### src/rtl/lwb_pkg.sv
// line_word_bridge shared types.
// Op codes, FSM states and the word-offset helper.
package lwb_pkg;

  typedef enum logic [1:0] {
    OP_NOP   = 2'b00,
    OP_READ  = 2'b01,
    OP_WRITE = 2'b10,
    OP_FLUSH = 2'b11
  } op_e;

  typedef enum logic [2:0] {
    S_IDLE,
    S_WB_GO,
    S_WB_DATA,
    S_WB_WAIT,
    S_RD_GO,
    S_RD_DATA,
    S_RD_WAIT,
    S_RESP
  } state_e;

  function automatic int lwb_off(input int line_w, input int word_w);
    return $clog2(line_w / word_w);
  endfunction

endpackage

### src/rtl/line_buf.sv
// One cache-line buffer for line_word_bridge.
// Word read/merge by index and full-line load.
module line_buf #(
  parameter int WORD_WIDTH = 32,
  parameter int LINE_WIDTH = 512,
  parameter int WPL        = 16,
  parameter int IDX_W      = 4
) (
  input  logic                  clk,
  input  logic                  rst_n,
  input  logic                  i_load,
  input  logic [LINE_WIDTH-1:0] i_line,
  input  logic                  i_wr,
  input  logic [IDX_W-1:0]      i_idx,
  input  logic [WORD_WIDTH-1:0] i_wdata,
  output logic [WORD_WIDTH-1:0] o_word,
  output logic [LINE_WIDTH-1:0] o_line
);

  logic [WPL-1:0][WORD_WIDTH-1:0] r_line;

  // Full-line fill has priority over a single-word merge.
  always_ff @(posedge clk or negedge rst_n) begin
    if (!rst_n) begin
      r_line <= '0;
    end else if (i_load) begin
      r_line <= i_line;
    end else if (i_wr) begin
      r_line[i_idx] <= i_wdata;
    end
  end

  assign o_word = r_line[i_idx];
  assign o_line = r_line;

endmodule

### src/rtl/line_word_bridge.sv
// CPU word port to DMA cache-line bridge.
// One buffered line with tag/valid/dirty, fill-on-miss, write-back, flush.
module line_word_bridge #(
  parameter int WORD_WIDTH     = 32,
  parameter int LINE_WIDTH     = 512,
  parameter int ADDR_WIDTH     = 64,
  parameter int CPU_ADDR_WIDTH = 32,
  parameter int SIZE_WIDTH     = 43
) (
  input  logic                      clk,
  input  logic                      rst_n,
  input  logic                      host_init,
  input  logic [ADDR_WIDTH-1:0]     base_addr,
  input  logic [1:0]                op,
  input  logic [CPU_ADDR_WIDTH-1:0] cpu_addr,
  input  logic [WORD_WIDTH-1:0]     cpu_wdata,
  output logic [WORD_WIDTH-1:0]     cpu_rdata,
  output logic                      ready,
  output logic                      tx_done,
  output logic                      rd_valid,
  output logic [ADDR_WIDTH-1:0]     dma_rd_addr,
  output logic [ADDR_WIDTH-1:0]     dma_wr_addr,
  output logic [SIZE_WIDTH-1:0]     dma_rd_size,
  output logic [SIZE_WIDTH-1:0]     dma_wr_size,
  output logic                      dma_rd_go,
  output logic                      dma_wr_go,
  input  logic                      dma_empty,
  input  logic                      dma_full,
  output logic                      dma_rd_en,
  output logic                      dma_wr_en,
  input  logic [LINE_WIDTH-1:0]     dma_rd_data,
  output logic [LINE_WIDTH-1:0]     dma_wr_data,
  input  logic                      dma_rd_done,
  input  logic                      dma_wr_done
);

  import lwb_pkg::*;

  localparam int WPL   = LINE_WIDTH / WORD_WIDTH;
  localparam int OFF   = lwb_off(LINE_WIDTH, WORD_WIDTH);
  localparam int LB_SH = $clog2(LINE_WIDTH / 8);
  localparam int TAG_W = CPU_ADDR_WIDTH - OFF;

  state_e                    r_state;
  op_e                       r_op;
  logic                      r_armed;
  logic                      r_valid;
  logic                      r_dirty;
  logic [TAG_W-1:0]          r_tag;
  logic [CPU_ADDR_WIDTH-1:0] r_addr;
  logic [WORD_WIDTH-1:0]     r_wdata;
  logic [WORD_WIDTH-1:0]     r_rdata;
  logic [ADDR_WIDTH-1:0]     r_rd_addr;
  logic [ADDR_WIDTH-1:0]     r_wr_addr;
  logic                      r_tx_done;
  logic                      r_rd_valid;

  op_e                       w_op;
  logic [TAG_W-1:0]          w_tag;
  logic [TAG_W-1:0]          w_ltag;
  logic [OFF-1:0]            w_lidx;
  logic                      w_hit;
  logic                      w_buf_load;
  logic                      w_buf_wr;
  logic [WORD_WIDTH-1:0]     w_word;
  logic [LINE_WIDTH-1:0]     w_line;

  // Byte address of a line; wraps modulo 2^ADDR_WIDTH.
  function automatic logic [ADDR_WIDTH-1:0] f_line_addr(
    input logic [ADDR_WIDTH-1:0] base,
    input logic [TAG_W-1:0]      tag
  );
    return base + (ADDR_WIDTH'(tag) << LB_SH);
  endfunction

  assign w_op       = op_e'(op);
  assign w_tag      = cpu_addr[CPU_ADDR_WIDTH-1:OFF];
  assign w_ltag     = r_addr[CPU_ADDR_WIDTH-1:OFF];
  assign w_lidx     = r_addr[OFF-1:0];
  assign w_hit      = r_valid && (w_tag == r_tag);
  assign w_buf_load = (r_state == S_RD_DATA) && !dma_empty;
  assign w_buf_wr   = (r_state == S_RESP) && (r_op == OP_WRITE);

  assign ready       = r_armed && (r_state == S_IDLE);
  assign tx_done     = r_tx_done;
  assign rd_valid    = r_rd_valid;
  assign cpu_rdata   = r_rdata;
  assign dma_rd_addr = r_rd_addr;
  assign dma_wr_addr = r_wr_addr;
  assign dma_rd_size = SIZE_WIDTH'(1);
  assign dma_wr_size = SIZE_WIDTH'(1);
  assign dma_rd_go   = (r_state == S_RD_GO);
  assign dma_wr_go   = (r_state == S_WB_GO);
  assign dma_rd_en   = w_buf_load;
  assign dma_wr_en   = (r_state == S_WB_DATA) && !dma_full;
  assign dma_wr_data = w_line;

  line_buf #(
    .WORD_WIDTH (WORD_WIDTH),
    .LINE_WIDTH (LINE_WIDTH),
    .WPL        (WPL),
    .IDX_W      (OFF)
  ) u_buf (
    .clk     (clk),
    .rst_n   (rst_n),
    .i_load  (w_buf_load),
    .i_line  (dma_rd_data),
    .i_wr    (w_buf_wr),
    .i_idx   (w_lidx),
    .i_wdata (r_wdata),
    .o_word  (w_word),
    .o_line  (w_line)
  );

  // Control FSM: accept, write-back, fill, respond.
  always_ff @(posedge clk or negedge rst_n) begin
    if (!rst_n) begin
      r_state    <= S_IDLE;
      r_op       <= OP_NOP;
      r_armed    <= 1'b0;
      r_valid    <= 1'b0;
      r_dirty    <= 1'b0;
      r_tag      <= '0;
      r_addr     <= '0;
      r_wdata    <= '0;
      r_rdata    <= '0;
      r_rd_addr  <= '0;
      r_wr_addr  <= '0;
      r_tx_done  <= 1'b0;
      r_rd_valid <= 1'b0;
    end else begin
      r_tx_done  <= 1'b0;
      r_rd_valid <= 1'b0;
      unique case (r_state)
        S_IDLE: begin
          if (host_init) begin
            r_armed <= 1'b1;
            r_valid <= 1'b0;
            r_dirty <= 1'b0;
          end else if (r_armed && w_op != OP_NOP) begin
            r_op    <= w_op;
            r_addr  <= cpu_addr;
            r_wdata <= cpu_wdata;
            if (w_op == OP_FLUSH) begin
              if (r_valid && r_dirty) begin
                r_wr_addr <= f_line_addr(base_addr, r_tag);
                r_state   <= S_WB_GO;
              end else begin
                r_state <= S_RESP;
              end
            end else if (w_hit) begin
              r_state <= S_RESP;
            end else begin
              r_rd_addr <= f_line_addr(base_addr, w_tag);
              if (r_dirty) begin
                r_wr_addr <= f_line_addr(base_addr, r_tag);
                r_state   <= S_WB_GO;
              end else begin
                r_state <= S_RD_GO;
              end
            end
          end
        end
        S_WB_GO:   r_state <= S_WB_DATA;
        S_WB_DATA: if (!dma_full) r_state <= S_WB_WAIT;
        S_WB_WAIT: begin
          if (dma_wr_done) begin
            r_state <= (r_op == OP_FLUSH) ? S_RESP : S_RD_GO;
          end
        end
        S_RD_GO:   r_state <= S_RD_DATA;
        S_RD_DATA: begin
          if (!dma_empty) begin
            r_tag   <= w_ltag;
            r_valid <= 1'b1;
            r_dirty <= 1'b0;
            r_state <= S_RD_WAIT;
          end
        end
        S_RD_WAIT: if (dma_rd_done) r_state <= S_RESP;
        S_RESP: begin
          r_tx_done <= 1'b1;
          if (r_op == OP_READ) begin
            r_rdata    <= w_word;
            r_rd_valid <= 1'b1;
          end
          if (r_op == OP_WRITE) r_dirty <= 1'b1;
          if (r_op == OP_FLUSH) r_dirty <= 1'b0;
          r_state <= S_IDLE;
        end
        default: r_state <= S_IDLE;
      endcase
    end
  end

endmodule

### config.mk
export PLATFORM = sky130hd
export DESIGN_NAME = line_word_bridge
export DESIGN_NICKNAME = d
export VERILOG_FILES = /design/src/rtl/lwb_pkg.sv /design/src/rtl/line_buf.sv /design/src/rtl/line_word_bridge.sv
export SDC_FILE = /design/constraint.sdc
export NUM_CORES = 2
export LEC_CHECK = 0
export ABC_CLOCK_PERIOD_IN_PS = 3900
export CAP_MARGIN = 25
export CORE_AREA = 8 8 537 539
export CTS_CLUSTER_DIAMETER = 100
export DETAILED_ROUTE_END_ITERATION = 7
export DIE_AREA = 0 0 545 547
export PLACE_DENSITY_LB_ADDON = 0.05
export SKIP_CTS_REPAIR_TIMING = 1
export SYNTH_ARGS = -nofsm -noshare
export SYNTH_HDL_FRONTEND = slang
export SYNTH_HIERARCHICAL = 1
export SYNTH_SLANG_ARGS = --single-unit
export TNS_END_PERCENT = 50
### constraint.sdc
create_clock -name clk -period 3.9 [get_ports clk]
set_input_delay 0.78 -clock clk [delete_from_list [all_inputs] [get_ports clk]]
set_output_delay 0.78 -clock clk [all_outputs]
set_load 0.05 [all_outputs]
==> flow_metrics.py <==
metrics = {
    "power": {
        "ir_worst_vdd_mv": 0.512,
        "p_per_area_nw_per_um2": 997,
        "power.total_mw": 66.1,
        "cellLeakagePower_nw": 24.3,
    },
    "synthesis": {
        "ys_ff_latch": 774,
        "syn_inst": 4706,
        "synth_top_area_share_pct": 44.8,
        "synth.largest_area_cell": "dfrtp_1",
        "synth-main-ff-cell": "dfrtp_1",
        "syn_area_per_cell_um2": 9.20,
        "synthTopCellsByArea": "dfrtp_1 (45%), a31oi_1 (7.6%), mux4_2 (6.7%)",
        "ys_types": 78,
        "synth-edff-count": 0,
        "synthArstFlopShare_pct": 100,
        "synth_warnings": 6,
        "syn-cell-area_um2": 43300,
        "yosysSeqAreaShare_pct": 44.8,
    },
    "critical_path": {
        "cp_top_family": "buffers and inverters",
        "crit_chain": "nand2b_1 > nor2_1 > clkdlybuf4s50_1",
        "crit_arrival_ns": 2.77,
        "cp_num_buf_inv": 1,
        "r2r_slack_ns": 0.82,
        "crit_path_max_incr_delay_ns": 0.89,
        "start_kind": "flip-flop",
        "r2r_end": "cpu_rdata[0]",
        "reg2reg_depth": 7,
        "cp-end-kind": "primary output",
        "required_ns": 3.12,
        "slowest_stage": "clkdlybuf4s50_1",
        "crit_fanout": 18,
        "path_class": "flip-flop to primary output",
        "rr_startpoint": "r_addr[0]",
    },
    "route": {
        "drt_pass1_iterations": 7,
        "vias_per_cell": 4.65,
        "routed_wl_mm": 359,
        "vias": 45700,
        "wire_per_inst_um": 36.5,
        "ant_nets": 0,
        "drc_errors": 0,
        "drt_iter0_drc": 3791,
    },
    "finish": {
        "area_growth_pct": 53.2,
        "stdcell_area_um2": 66300,
        "nets": 6647,
        "final_common_cell": "clkdlybuf4s50_1",
        "mostFrequentLayoutCells": "clkdlybuf4s50_1 (1321), dfrtp_1 (767), nor2_1 (557), nand3_1 (539), o21ai_0 (530)",
        "num-fill-cells": 30300,
        "postLayoutCoreUtil_pct": 23.7,
        "drive_above_1_share_pct": 13.4,
    },
    "timing": {
        "worst_slew_pin_slew_ns": 1.12,
        "hold_viol": 0,
        "clock.fmax_mhz": 282,
        "period_minus_slack_ns": 3.55,
        "skew_ns": 0.0426,
        "fin_crit_sh_pct": 91.0,
        "final_max_slew_viol_count": 0,
        "rsz0062_at_grt": "false",
        "setup_slack_ns": 0.352,
        "max_slew_margin_pct": 25.4,
        "setup-violations-final": 0,
    },
    "status": {
        "status": "finished clean",
    },
    "floorplanning": {
        "row_count": 195,
        "fp.dieH_um": 547,
        "io_pins": 1414,
        "core_area_um2": 280000,
        "die_area_um2": 298000,
        "die_w_um": 545,
        "start_util_pct": 15.4,
    },
    "clock_network": {
        "clk_pin_slew_worst_paths_ns": 0.05,
        "cts_sinks": 774,
        "cts_htree_levels": 3,
        "cts_buffers": 114,
        "clk_path_buf_depth": 3,
        "root_buffer": "clkbuf_16",
        "clk_latency_ns": 0.78,
        "cts_tree": "yes",
    },
    "global_route": {
        "overflow": 0,
        "first_global_vias": 46100,
        "grt_max_degree": 129,
        "grt_antenna_before_repair": 152,
        "grt.total_usage_pct": 22.9,
        "grt_pass1_wl_mm": 468,
    },
    "placement": {
        "io_buffers": 1327,
        "pre_cts_slack_ns": -0.119,
        "gp_congestion": 0.817,
        "place_area_um2": 62200,
        "dp_hpwl_mm": 276,
    },
    "min_path": {
        "hp-class": "input port to asynchronous set/reset pin",
    },
    "job": {
        "cap_violations": 0,
    },
}
[worst max path at each step]
stage                       from              end  slack (ns)  cells after the start
global route          r_state[0]        dma_wr_go        0.23                      3
detailed placement   cpu_addr[4]  dma_rd_addr[46]       -0.12                     15
global placement    base_addr[6]  dma_rd_addr[46]       -0.11                     15
floorplan               dma_full        dma_wr_en        0.70                      1
finish                r_state[0]        dma_wr_go        0.35                      3
CTS                   r_state[0]        dma_wr_go      -0.005                      3
[registers in the layout (all words and copies together) (netlist names)]
register / count
cpu_rdata: 32
dma_rd_addr: 64
dma_wr_addr: 64
r_addr: 32
r_armed: 1
r_dirty: 1
r_op: 2
r_state: 3
r_tag: 28
r_valid: 1
r_wdata: 32
rd_valid: 1
tx_done: 1
u_buf/o_line: 512
[cell usage after synthesis (all sizes together) (4+ instances only)]
| master | n |
|---|---|
| nor2b | 18 |
| mux2 | 133 |
| a21boi | 4 |
| o211ai | 20 |
| a31oi | 523 |
| nand3 | 542 |
| nand2 | 222 |
| and3 | 20 |
| o21bai | 7 |
| dfrtp | 774 |
| nand2b | 11 |
| nor4 | 8 |
| clkbuf | 355 |
| or3 | 6 |
| o21a | 8 |
| xor2 | 64 |
| mux4 | 128 |
| a21o | 28 |
| a22oi | 64 |
| inv | 27 |
| nor2 | 560 |
| or2 | 6 |
| o21ai | 648 |
| nand4 | 16 |
| and2 | 8 |
| ha | 56 |
| xnor2 | 69 |
| a21oi | 55 |
| buf | 247 |
| o31ai | 5 |
| a211oi | 9 |
| o2111ai | 8 |
| nor3 | 17 |
[cell families after synthesis]
logic type	Yosys count	synth area share, %
and+or+nand+nor	1448	15.0
buffers and inverters	629	6.86
xor gates and xnor gates	133	2.69
DFF	774	44.8
adders and majority gates	58	1.71
other	2	0.0174
muxes	262	10.1
AOI/OAI and AO/OA	1400	18.9
[metal layers]
layer | up-vias | share of wire, % | GRT usage, %
met4 | 72 | 2.7 | 6.62
met5 | - | 0.12 | 0
met1 | 23600 | 43 | 30.0
met2 | 2028 | 46 | 36.8
met3 | 446 | 7.8 | 6.38
li1 | 19600 | - | -
[area by class of cell]
| cell class | count | area, um^2 | area share [%] |
|---|---|---|---|
| inverters | 27 | 109 | 0.164 |
| well taps | 3743 | 4680 | 7.06 |
| clock buffers | 173 | 3420 | 5.15 |
| clock inverters | 40 | 542 | 0.817 |
| flip-flops and latches | 774 | 19400 | 29.2 |
| multi-input cells | 3387 | 21400 | 32.3 |
| repair buffers | 1636 | 16700 | 25.2 |
| diodes | 43 | 108 | 0.162 |
[through the flow]
stage	hold WS, ns	setup TNS, ns	std cells
floorplan	0.441	0	4790
global placement	0.464	-0.893	9559
detailed placement	0.466	-0.933	9564
CTS	0.0218	-0.00491	9777
global route	0.0250	0	9800
finish	0.0603	0	9823
[power by group]
part / internal [mW] / leakage (nW) / switching, mW
Sequential: 11.5 / 8.88 / 4.41
Combinational: 12.0 / 13.4 / 27.0
Clock: 6.68 / 1.96 / 4.63
Total: 30.1 / 24.3 / 36.0
Power figures use the tool's default switching activity.
